`src/rtl/biu_arb.sv`:
```
// biu_arb: shares one memory port between IFU and LSU, one transaction at a time, LSU priority with IFU starvation guard
module biu_arb #(
   parameter int XLEN       = 32,
   parameter int ADDR_WIDTH = 32,
   parameter int STARVE_MAX = 4
) (
   input  logic                  clk,
   input  logic                  rst,
   input  logic                  flush_i,
   input  logic                  ifu_req_valid_i,
   output logic                  ifu_req_ready_o,
   input  logic [ADDR_WIDTH-1:0] ifu_req_addr_i,
   output logic                  ifu_rsp_valid_o,
   output logic [XLEN-1:0]       ifu_rsp_rdata_o,
   output logic                  ifu_rsp_err_o,
   input  logic                  lsu_req_valid_i,
   output logic                  lsu_req_ready_o,
   input  logic [ADDR_WIDTH-1:0] lsu_req_addr_i,
   input  logic                  lsu_req_wen_i,
   input  logic [XLEN-1:0]       lsu_req_wdata_i,
   input  logic [XLEN/8-1:0]     lsu_req_wmask_i,
   output logic                  lsu_rsp_valid_o,
   output logic [XLEN-1:0]       lsu_rsp_rdata_o,
   output logic                  lsu_rsp_err_o,
   output logic                  bus_req_valid_o,
   input  logic                  bus_req_ready_i,
   output logic [ADDR_WIDTH-1:0] bus_req_addr_o,
   output logic                  bus_req_wen_o,
   output logic [XLEN-1:0]       bus_req_wdata_o,
   output logic [XLEN/8-1:0]     bus_req_wmask_o,
   input  logic                  bus_rsp_valid_i,
   input  logic [XLEN-1:0]       bus_rsp_rdata_i,
   input  logic                  bus_rsp_err_i
);
   localparam int CW = $clog2(STARVE_MAX + 1);
   typedef enum logic [1:0] {IDLE, REQ, WAIT} state_t;
   state_t state;
   logic [CW-1:0] starve_cnt;
   logic owner_lsu, drop, ifu_ok, force_ifu, grant_lsu, grant_ifu;
   always_comb begin
      ifu_ok    = ifu_req_valid_i && !flush_i;
      force_ifu = ifu_ok && starve_cnt == CW'(STARVE_MAX);
      grant_lsu = state == IDLE && lsu_req_valid_i && !force_ifu;
      grant_ifu = state == IDLE && ifu_ok && (!lsu_req_valid_i || force_ifu);
   end
   assign ifu_req_ready_o = grant_ifu;
   assign lsu_req_ready_o = grant_lsu;
   assign bus_req_valid_o = state == REQ;
   always_ff @(posedge clk) begin
      if (rst) begin
         state           <= IDLE;
         starve_cnt      <= '0;
         owner_lsu       <= 1'b0;
         drop            <= 1'b0;
         ifu_rsp_valid_o <= 1'b0;
         ifu_rsp_rdata_o <= '0;
         ifu_rsp_err_o   <= 1'b0;
         lsu_rsp_valid_o <= 1'b0;
         lsu_rsp_rdata_o <= '0;
         lsu_rsp_err_o   <= 1'b0;
         bus_req_addr_o  <= '0;
         bus_req_wen_o   <= 1'b0;
         bus_req_wdata_o <= '0;
         bus_req_wmask_o <= '0;
      end else begin
         ifu_rsp_valid_o <= 1'b0;
         lsu_rsp_valid_o <= 1'b0;
         case (state)
            IDLE: if (grant_lsu || grant_ifu) begin
               state           <= REQ;
               owner_lsu       <= grant_lsu;
               drop            <= 1'b0;
               bus_req_addr_o  <= grant_lsu ? lsu_req_addr_i : ifu_req_addr_i;
               bus_req_wen_o   <= grant_lsu && lsu_req_wen_i;
               bus_req_wdata_o <= grant_lsu ? lsu_req_wdata_i : '0;
               bus_req_wmask_o <= grant_lsu ? lsu_req_wmask_i : '0;
               starve_cnt      <= grant_ifu ? '0 :
                                  (ifu_ok && starve_cnt != CW'(STARVE_MAX)) ? starve_cnt + 1'b1 : starve_cnt;
            end
            REQ: begin
               drop <= drop || (flush_i && !owner_lsu);
               if (bus_req_ready_i) state <= WAIT;
            end
            WAIT: if (bus_rsp_valid_i) begin
               state <= IDLE;
               drop  <= 1'b0;
               // a flush arriving with the response still discards the fetch
               if (owner_lsu) begin
                  lsu_rsp_valid_o <= 1'b1;
                  lsu_rsp_rdata_o <= bus_rsp_rdata_i;
                  lsu_rsp_err_o   <= bus_rsp_err_i;
               end else if (!(drop || flush_i)) begin
                  ifu_rsp_valid_o <= 1'b1;
                  ifu_rsp_rdata_o <= bus_rsp_rdata_i;
                  ifu_rsp_err_o   <= bus_rsp_err_i;
               end
            end else drop <= drop || (flush_i && !owner_lsu);
            default: state <= IDLE;
         endcase
      end
   end
endmodule

```
`config.mk`:
```
export PLATFORM = sky130hd
export DESIGN_NAME = biu_arb
export DESIGN_NICKNAME = d
export VERILOG_FILES = /design/src/rtl/biu_arb.sv
export SDC_FILE = /design/constraint.sdc
export NUM_CORES = 1
export LEC_CHECK = 0
export ABC_AREA = 1
export ABC_CLOCK_PERIOD_IN_PS = 2300
export CAP_MARGIN = 0
export CORE_ASPECT_RATIO = 1.1
export CORE_MARGIN = 1.5
export CORE_UTILIZATION = 50
export DETAILED_ROUTE_END_ITERATION = 8
export DONT_BUFFER_PORTS = 1
export PLACE_DENSITY_LB_ADDON = 0.15
export SLEW_MARGIN = 20
export SYNTH_ARGS = -nofsm -noshare
export SYNTH_HDL_FRONTEND = slang
export SYNTH_SLANG_ARGS = --single-unit
```
`constraint.sdc`:
```
create_clock -name clk -period 2.3 [get_ports clk]
set_input_delay 0.69 -clock clk [delete_from_list [all_inputs] [get_ports clk]]
set_output_delay 0.69 -clock clk [all_outputs]
set_load 0.1 [all_outputs]
```
==> run_results.csv <==
group,metric,value,unit
run_status,status,"finished, final reports clean",
setup_path,worst_setup_path_end_kind,"primary output",
routing,detail_route.iter0.violations,368,
sta,setup_tns,0,ns
sta,whs,0.340,ns
setup_path,crit_buf_inv,4,
min_path,hold_class,"in2reg",
power,p_leak,3.55,nW
sta,setup_violations,0,
place,dp_cells,1122,
grt,grt_overflow,0,
clock_network,root_buffer,"clkbuf_16",
clock_network,cts_buffer_depth,2,
routing,num_vias,5789,
routing,final_antenna_net_count,0,
sta,relSlewSlack,0.609,
setup_path,crit_type,"reg2out",
floorplanning,fp.dieH,118,um
clock_network,cts_made_buffers,17,
routing,vias_per_cell,5.01,
routing,wl_per_cell,14.2,um
grt,grt_max_degree,110,
yosys,syn-num-nets,1021,
sta,finalHoldViolations,0,
power,power.density,940,nW/um2
clock_network,cts_tree,"built",
sta,finalWorstPathRequiredPeriod,2.26,ns
setup_path,crit_top_cell,"nand2_2",
cells_and_area,fin_nets,1143,
floorplanning,dieArea,12700,um2
yosys,ys_seq_area_frac,0.481,
setup_path,cpPeakStageDelay,0.34,ns
routing,drc,0,
routing,firstDrtPassIters,5,
yosys,yosysWarnings,0,
cells_and_area,antenna_cells,0,
setup_path,cp.arrival,1.57,ns
cells_and_area,syn_to_final_growth,28.7,%
power,peakVddDrop,0.547,mV
yosys,synth_area,5990,um2
cells_and_area,final_cells,1156,
grt,antenna_found_initial,0,
sta,fin_crit_sh,0.982,
setup_path,slowest_stage,"dfxtp_2",
floorplanning,rows,41,
floorplanning,initial_core_util,0.517,
place,dpl.hpwl,11500,um
yosys,ys_ff_latch,144,
cells_and_area,final_util,0.665,
clock_network,worst_skew_pair.late_latency,0.42,ns
place,gp_congestion,0.816,
sta,setup_ws,0.0404,ns
yosys,post-synth-top-area-cell,"dfxtp_1",
setup_path,path_max_fanout,3,
setup_path,cp.required,1.61,ns
sta,worstMarginPinSlew,0.585,ns
grt,grt_usage,0.257,
flow_run,cap_violations,0,
setup_path,crit_chain,"inv_2 -> ha_2 -> nand2_2 -> inv_2 -> nand2_2 -> nand2_2 -> nand2_2 -> clkinvlp_4 -> buf_12",
yosys,synth_area_leaders,"dfxtp_1 48%, nor2_1 13%, nand2_1 12%, a21oi_1 6.3%, nand3_1 5.8%",
yosys,yosysUniqueCellTypes,22,
clock_network,clk_pin_slew_worst_paths,0.05,ns
clock_network,cts.sink_count,144,
setup_path,crit_path_start_kind,"flip-flop",
place,portBuffers,0,
sta,drv_slew,0,
place,dp_slack,0.241,ns
yosys,synth_top_area_frac,0.481,
yosys,syn_avg_cell_area,6.86,um2
floorplanning,num_io_pins,281,
sta,clock_skew,0.00738,ns
cells_and_area,drive_above_1_share,0.206,
grt,grt_pass1_wl,25800,um
setup_path,critical_path.top_delay_family,"buffers and inverters",
routing,routed_wl,16400,um
sta,rsz0062_at_grt,"yes",
floorplanning,die_w,107,um
clock_network,htree_levels,4,
yosys,synth_cells,874,
clock_network,postCtsHoldBufs,0,
floorplanning,core,11600,um2
sta,clock.fmax,0.443,GHz
grt,grt_pass1_vias,5397,
## power by group
part	leakage (nW)	internal, W	switching (W)
Sequential	1.17	0.00264	0.0000588
Clock	0.271	0.00162	0.000974
Combinational	2.11	0.000408	0.00154
Total	3.55	0.00467	0.00258
## stage by stage
stage	cell area (um2)	power, W
global route	7710	0.00754
global placement	7090	0.00465
finish	7710	0.00725
floorplan	6010	0.00437
CTS	7680	0.00728
detailed placement	7090	0.00469
## Yosys cell counts (all sizes together)
cell type  instances
nand4              1
o21bai             1
a21boi             1
inv               89
nand2            192
nor2             202
clkbuf            29
a21oi             76
o21ai             37
nor3               2
buf               25
ha                 6
nand3             69
dfxtp            144
## cell type report
class / count / area [um2]
repair buffers: 157 / 1200
inverters: 89 / 338
clock buffers: 22 / 464
multi-input cells: 587 / 2540
well taps: 150 / 188
clock inverters: 7 / 87.6
fillers: 1008 / 3880
flip-flops and latches: 144 / 2890
## cell families after synthesis
kind of cell	share of synthesized area
adder cells (fa/ha/maj)	0.0125
AO/OA/AOI/OAI	0.0981
AND/OR/NAND/NOR	0.308
flip-flops	0.481
buffers and inverters	0.100
## cell usage in the layout, fill, tap and decap left out, types with 8 or more instances in the layout
cell / Yosys / routed
nor2_1: 201 / 201
inv_1: 84 / 80
nand2_1: 190 / 187
nand3_1: 69 / 68
buf_4: 3 / 155
clkbuf_16: 0 / 17
inv_2: 5 / 8
dfxtp_1: 144 / 140
a21oi_1: 76 / 76
o21ai_0: 35 / 35
## repair_timing
item / CTS / global route
hold endpoints to repair: 0 / 0
endpoints found under the setup margin: 2 / 2
buffers inserted: 3 / 2
pin swaps: 2 / 1
resized for setup: 6 / 8
## registers in the layout, summed over array words and instances (netlist names)
| signal | count |
|---|---|
| bus_req_wdata_o | 32 |
| state | 2 |
| bus_req_wmask_o | 4 |
| ifu_rsp_rdata_o | 32 |
| owner_lsu | 1 |
| bus_req_addr_o | 32 |
| drop | 1 |
| lsu_rsp_err_o | 1 |
| ifu_rsp_err_o | 1 |
| lsu_rsp_rdata_o | 32 |
| lsu_rsp_valid_o | 1 |
| ifu_rsp_valid_o | 1 |
| bus_req_wen_o | 1 |
| starve_cnt | 3 |
## metal layers
metal  GRT usage  wire (um)  vias up
li1            -          -     2938
met1       0.284       6330     2582
met2       0.445       8250      238
met3      0.0897       1460       31
met4       0.102        403        0
met5           0          0        -
## worst paths after layout
path                             from                   to  slack, ns  depth (start not counted)
hold reg to reg   lsu_rsp_rdata_o[22]  lsu_rsp_rdata_o[22]       0.46                          2
setup reg to reg        starve_cnt[0]   bus_req_wdata_o[9]       0.46                         12
setup / recovery        starve_cnt[0]      ifu_req_ready_o       0.04                          9
hold / removal                    rst   bus_req_wdata_o[8]       0.34                          1
No activity file was read; power rests on OpenSTA's default activity.
